==> src/rtl/music_sequencer_if.sv <==
// Score ROM bus between the sequencer (master) and a synchronous score ROM (slave).
// rom_data is valid the cycle after rom_rd is sampled high.
interface music_sequencer_if #(
    parameter int ADDR_W = 8
) ();
    logic [ADDR_W-1:0] rom_addr;
    logic              rom_rd;
    logic [9:0]        rom_data;

    modport master (output rom_addr, output rom_rd, input rom_data);
    modport slave  (input rom_addr, input rom_rd, output rom_data);
endinterface

==> src/rtl/music_sequencer.sv <==
// Score sequencer: fetches {end, note, duration} words from the score ROM, times each
// note in beats and drives the registered note code for the downstream tone generator.
module music_sequencer #(
    parameter int CLK_HZ  = 50_000_000,
    parameter int BEAT_HZ = 8,
    parameter int ADDR_W  = 8,
    parameter int GAP_EN  = 1
) (
    input  logic              clk,
    input  logic              rst_n,
    input  logic              start,
    input  logic              stop,
    input  logic              pause,
    input  logic              loop_en,
    input  logic [ADDR_W-1:0] start_addr,
    music_sequencer_if.master rom,
    output logic [4:0]        note,
    output logic              note_stb,
    output logic              busy,
    output logic              done
);
    localparam int BEAT_DIV = CLK_HZ / BEAT_HZ;
    localparam int CNT_W    = $clog2(BEAT_DIV);

    typedef enum logic [1:0] {IDLE, FETCH, LATCH, PLAY} state_t;

    state_t            state, state_n;
    logic [ADDR_W-1:0] addr, addr_n;
    logic [4:0]        cur_note, cur_note_n;
    logic              long_note, long_note_n;
    logic [4:0]        beats_left, beats_left_n;
    logic [CNT_W-1:0]  beat_cnt, beat_cnt_n;
    logic [4:0]        note_n;
    logic              done_n, gap_n, tick;

    logic       end_flag;
    logic [4:0] word_code;
    logic [3:0] word_dur;

    assign end_flag  = rom.rom_data[9];
    assign word_code = rom.rom_data[8:4];
    assign word_dur  = rom.rom_data[3:0];
    assign tick      = (beat_cnt == CNT_W'(BEAT_DIV - 1));

    always_comb begin
        // NOTE: every variable gets a default first so no path leaves one unassigned (no latches).
        state_n      = state;
        addr_n       = addr;
        cur_note_n   = cur_note;
        long_note_n  = long_note;
        beats_left_n = beats_left;
        beat_cnt_n   = beat_cnt;
        done_n       = 1'b0;

        if (stop) begin
            state_n = IDLE;
        end else if (start) begin
            addr_n  = start_addr;
            state_n = FETCH;
        end else begin
            case (state)
                IDLE:  state_n = IDLE;
                FETCH: state_n = LATCH;
                LATCH: begin
                    if (end_flag) begin
                        if (loop_en) begin
                            addr_n  = start_addr;
                            state_n = FETCH;
                        end else begin
                            done_n  = 1'b1;
                            state_n = IDLE;
                        end
                    end else begin
                        // Codes above high B are silent; a zero duration is the 16-beat note.
                        cur_note_n   = (word_code > 5'd21) ? 5'd0 : word_code;
                        beats_left_n = (word_dur == 4'd0) ? 5'd16 : {1'b0, word_dur};
                        long_note_n  = (word_dur != 4'd1);
                        beat_cnt_n   = '0;
                        state_n      = PLAY;
                    end
                end
                PLAY: begin
                    if (!pause) begin
                        if (tick) begin
                            beat_cnt_n = '0;
                            if (beats_left > 5'd1) begin
                                beats_left_n = beats_left - 5'd1;
                            end else begin
                                addr_n  = addr + 1'b1;
                                state_n = FETCH;
                            end
                        end else begin
                            beat_cnt_n = beat_cnt + 1'b1;
                        end
                    end
                end
                default: state_n = IDLE;
            endcase
        end

        // Outputs are computed from the next-state values so that note lines up with PLAY cycles.
        gap_n  = (GAP_EN != 0) && long_note_n && (beats_left_n == 5'd1);
        note_n = (state_n == PLAY && !pause && !gap_n) ? cur_note_n : 5'd0;
    end

    always_ff @(posedge clk or negedge rst_n) begin
        if (!rst_n) begin
            state        <= IDLE;
            addr         <= '0;
            cur_note     <= 5'd0;
            long_note    <= 1'b0;
            beats_left   <= 5'd0;
            beat_cnt     <= '0;
            note         <= 5'd0;
            note_stb     <= 1'b0;
            busy         <= 1'b0;
            done         <= 1'b0;
            rom.rom_rd   <= 1'b0;
            rom.rom_addr <= '0;
        end else begin
            // NOTE: non-blocking assignments so every register updates from pre-edge values.
            state        <= state_n;
            addr         <= addr_n;
            cur_note     <= cur_note_n;
            long_note    <= long_note_n;
            beats_left   <= beats_left_n;
            beat_cnt     <= beat_cnt_n;
            note         <= note_n;
            note_stb     <= (note_n != note);
            busy         <= (state_n != IDLE);
            done         <= done_n;
            rom.rom_rd   <= (state_n == FETCH);
            if (state_n == FETCH) rom.rom_addr <= addr_n;
        end
    end
endmodule

==> src/flat_wrapper.sv <==
// flat-port wrapper written by rule: the top's interface ports become plain ports
module music_sequencer_flat 
#(
    parameter int CLK_HZ  = 50_000_000,
    parameter int BEAT_HZ = 8,
    parameter int ADDR_W  = 8,
    parameter int GAP_EN  = 1
)
  (clk, rst_n, start, stop, pause, loop_en, start_addr, note, note_stb, busy, done, rom_rom_addr, rom_rom_rd, rom_rom_data);
  music_sequencer_if #(.ADDR_W(ADDR_W)) rom_i ();
  input  logic clk;
  input  logic rst_n;
  input  logic start;
  input  logic stop;
  input  logic pause;
  input  logic loop_en;
  input  logic [ADDR_W-1:0] start_addr;
  output logic [4:0] note;
  output logic note_stb;
  output logic busy;
  output logic done;
  output wire logic [$bits(rom_i.rom_addr)-1:0] rom_rom_addr;
  output wire logic [$bits(rom_i.rom_rd)-1:0] rom_rom_rd;
  input wire logic [$bits(rom_i.rom_data)-1:0] rom_rom_data;
  assign rom_rom_addr = rom_i.rom_addr;
  assign rom_rom_rd = rom_i.rom_rd;
  assign rom_i.rom_data = rom_rom_data;
  music_sequencer #(.CLK_HZ(CLK_HZ), .BEAT_HZ(BEAT_HZ), .ADDR_W(ADDR_W), .GAP_EN(GAP_EN)) u_core (.clk(clk), .rst_n(rst_n), .start(start), .stop(stop), .pause(pause), .loop_en(loop_en), .start_addr(start_addr), .rom(rom_i), .note(note), .note_stb(note_stb), .busy(busy), .done(done));
endmodule
==> config.mk <==
export PLATFORM = sky130hd
export DESIGN_NAME = music_sequencer_flat
export DESIGN_NICKNAME = d
export VERILOG_FILES = /design/src/rtl/music_sequencer_if.sv /design/src/rtl/music_sequencer.sv /design/src/flat_wrapper.sv
export SDC_FILE = /design/constraint.sdc
export NUM_CORES = 1
export LEC_CHECK = 0
export ABC_AREA = 1
export CAP_MARGIN = 10
export CORE_MARGIN = 2
export CORE_UTILIZATION = 40
export CTS_CLUSTER_SIZE = 12
export DETAILED_ROUTE_END_ITERATION = 10
export PLACE_DENSITY = 0.68
export SLEW_MARGIN = 10
export SYNTH_ARGS = -nofsm -noshare
export SYNTH_HDL_FRONTEND = slang
export SYNTH_SLANG_ARGS = --single-unit
==> constraint.sdc <==
create_clock -name clk -period 2.5 [get_ports clk]
set_input_delay 0.375 -clock clk [delete_from_list [all_inputs] [get_ports clk]]
set_output_delay 0.375 -clock clk [all_outputs]
set_load 0.01 [all_outputs]
==> impl_results.md <==
- Crit-path cells: inv_1 > ha_1 > nor2_1 > nor2_2 > nand2_1 > nor2_4 > nand2_1 > a31oi_4 > nor3_4 > buf_12 > nand4_1 > nand2_1 > nor2_1 > nand3_1
- Area share of the largest cell type after synthesis: between 30% and 40%
- Syn avg cell area: approximately 7.6 um^2
- Worst-Skew Late Latency: around 0.35 ns
- Worst R2R Path Depth: 14
- Critical Path AT: between 2 and 3 ns
- Max-slew violations: 0
- Data required time at the worst endpoint: about 2.7 ns
- GR Util met2: ~30%
- Crit path max-delay family: simple AND/OR/NAND/NOR gates
- Remaining antenna violation count: 0
- R2r setup slk: ~0.17 ns
- Status: completed
- Synth area leaders: dfrtp_1 (38%), nand2_1 (12%), inv_1 (6.1%)
- Reg2reg start: u_core.beats_left[1]$_DFF_PN0_
- Mapped Area: approximately 4000 um^2
- Distinct cell type count after synthesis: 49
- Design Power: 0.00273 W
- Ys Warns: 0
- Met3 GRT Util: about 3.8%
- Area occupied by multi-input gates: roughly 2100 um^2
- Yosys top cell by area: dfrtp_1
- VDD IR max: 0.000224 V
- Fin. Hold Viols: 0
- Switching share of power: about a third
- Num Clock Sinks: 61
- Area of the core: between 9000 and 10000 um^2
- Ant. Diodes: 0
- RSZ-0062 raised after global routing: false
- Cts hold-fix bufs: 0
- First-pass GRT wire length: 16700 um
- Startpoint types: register
- Setup crit end kind: register
- Top Ports: 41
- Initial antenna violation count: 0
- Post-synth ARST share: between 90% and 100%
- Max-cap check violation count: 0
- Vias in the first global route: 3564
- Iter 0 DRT Violations: between 150 and 200
- TritonCTS clock tree: built
- EDFF count, synth: 0
- Period utilization: ~93%
- TNS Setup: 0 ns
- Crit path kind: register to register
- Largest net degree at the start of global routing: 37
- Via density: just over 5
- GR Util met1: about a quarter
- Sequential cell area: roughly 1500 um^2
- Reg-to-reg endpoint: u_core.note_stb$_DFF_PN0_
- Fillcell total: approximately 950
- Busiest grt layer: met2
- Syn nets: between 500 and 600
- Clk pwr share: 28.7%
- Peak clock frequency supported by timing: about 0.43 GHz
- Fin worst setup slack: 0.169 ns
- Number of port buffers: 40
- Overall routing resource usage: 19.1%
- Count leader, synth: nand2_1
- Via total after detailed routing: 3670
- Most frequent CP cell: nand2_1
- Area growth syn-to-layout: 22.0%
- Setup violations, final: 0
- Layout cell share with drive strength beyond 1: 18.2%
- Estimated wirelength of the detail-placed design: 7310 um
- Nets@finish: 617
- Drt first pass iters: 5
- Clock skew: 0.0118 ns
- Pwr Density: roughly 560 nW/um^2
- H-tree depth: 3
- Final wirelength: 9660 um
- Final Util: roughly half
- Main synth FF type: dfrtp_1
- LEAKAGE: ~2.3 nW
- Worst path bufs/invs: 2
- Combinational share of power: between 20 and 30%
- Longest Clk Path Bufs: 2
- Die width: between 100 and 150 um
- Sequential-to-total area share from yosys stat: 38.5%
- Root buf cell: clkbuf_8
- Worst min path class: primary input to asynchronous set/reset pin
- Worst-margin pin slew: 0.598 ns
- Top cells by count, synth: nand2_1 (123), inv_1 (64), dfrtp_1 (61)
- Inserted Clock Buffers: 9
- Wire per inst: 13.3 um
- Slowest cell on crit path: dfrtp_1
- Die height: about 100 um
- Cell row count: 36
- Starting Density: about two fifths
- GR Overflow Total: 0
- Flop pwr share: approximately 46%
- Slew headroom: between 60% and 70%
- Fin crit period: around 2.3 ns
- Pre-CTS setup slack: -0.0108 ns
- Psw: approximately 0.00095 W
- # DRC: 0
- CP Max Fanout: 9
- Routability cong.: ~0.97
- CTS clk-pin slew, worst paths: roughly 0.07 ns
- CP peak stage delay: about 0.38 ns
- Design area: between 4000 and 5000 um^2
- Die Area: 10700 um^2
- Post-Syn Instances: ~530
- Yosys reg bits: 61
- Internal power: 0.00178 W
- Placed cell area: about 4600 um^2
## what timing repair did
action | CTS | global route
buffers inserted | 0 | 1
endpoints found under the setup margin | 0 | 1
resized for setup | 0 | 4
## state kept, by name, indices dropped and copies added, names as in the netlist
register and count:
u_core.cur_note 5, u_core.long_note 1, u_core.state 2, u_core.addr 8
u_core.rom.rom_rd 1, u_core.rom.rom_addr 8, u_core.busy 1, u_core.done 1
u_core.beats_left 5, u_core.note_stb 1, u_core.beat_cnt 23, u_core.note 5
## layout make-up
cell class / count / area share [%]
clock buffers: 10 / 2.84
clock inverters: 5 / 0.569
inverters: 81 / 6.46
multi-input cells: 376 / 43.4
flip-flops and latches: 61 / 31.5
well taps: 133 / 3.44
repair buffers: 60 / 11.8
## logic make-up after synthesis
logic type      Yosys count  share of synthesized area (%)
compound gates           81                           12.8
flops                    61                           38.5
buf+inv                  88                           9.08
simple gates            285                           37.0
xor+xnor                  6                           1.32
fa+ha+maj                 4                           1.26
## per-layer routing
| metal | part of all wire (%) | vias to the layer above |
|---|---|---|
| met1 | 48 | 1702 |
| met4 | 2.0 | 0 |
| met5 | 0 | - |
| met3 | 4.3 | 18 |
| met2 | 46 | 105 |
| li1 | - | 1845 |
## metrics by stage
stage                     hold slack (ns)  std cells
after floorplan                    0.0794        525
after global placement              0.409        710
after detailed placement            0.419        710
after CTS                          0.0422        725
after global routing               0.0690        726
final                              0.0290        726
## worst max-delay path by stage
stage / start / end / slack, ns / cells after the start
2_1_floorplan: u_core.beat_cnt[0]$_DFFE_PN0P_ / u_core.note_stb$_DFF_PN0_ / 0.50 / 18
6_report: u_core.beats_left[1]$_DFF_PN0_ / u_core.note_stb$_DFF_PN0_ / 0.17 / 14
4_1_cts: u_core.beat_cnt[1]$_DFFE_PN0P_ / u_core.note_stb$_DFF_PN0_ / 0.16 / 16
3_5_place_dp: pause / u_core.note_stb$_DFF_PN0_ / -0.01 / 14
5_1_grt: u_core.beat_cnt[1]$_DFFE_PN0P_ / u_core.note_stb$_DFF_PN0_ / 0.01 / 18
3_3_place_gp: stop / u_core.beat_cnt[16]$_DFFE_PN0P_ / 0.02 / 13
## power by group through the flow
stage	Combinational, W	Clock, W	Sequential (W)
detailed placement	0.000672	0	0.00127
finish	0.000687	0.000783	0.00126
floorplan	0.000432	0	0.00126
CTS	0.000679	0.000805	0.00126
global placement	0.000661	0	0.00127
global route	0.000772	0.000854	0.00128
## worst reg2reg max path: cells and delay by family, from the launching register on
family	cells	cell delay [ns]
AOI/OAI and AO/OA	1	0.22
adders and majority gates	1	0.18
buffers and inverters	2	0.31
DFF	1	0.38
and+or+nand+nor	10	1.14
## cell usage in the layout (no fill, tap or decap), drive strengths merged
| cell | count |
|---|---|
| nand4 | 8 |
| clkinvlp | 1 |
| a22oi | 6 |
| or3 | 2 |
| buf | 21 |
| o221ai | 2 |
| ha | 4 |
| a31oi | 3 |
| clkbuf | 10 |
| inv | 80 |
| dfrtp | 61 |
| o32ai | 3 |
| nand3 | 42 |
| nand3b | 2 |
| xor2 | 6 |
| a2bb2oi | 1 |
| clkdlybuf4s50 | 39 |
| nor3 | 17 |
| o21ai | 28 |
| o22ai | 2 |
| nand2 | 137 |
| nor4 | 4 |
| a41oi | 1 |
| a21oi | 27 |
| clkinv | 5 |
| and3 | 1 |
| o211ai | 6 |
| a221oi | 1 |
| or2 | 1 |
| o31ai | 1 |
| nor2 | 71 |
No activity file was read; power rests on OpenSTA's default activity.
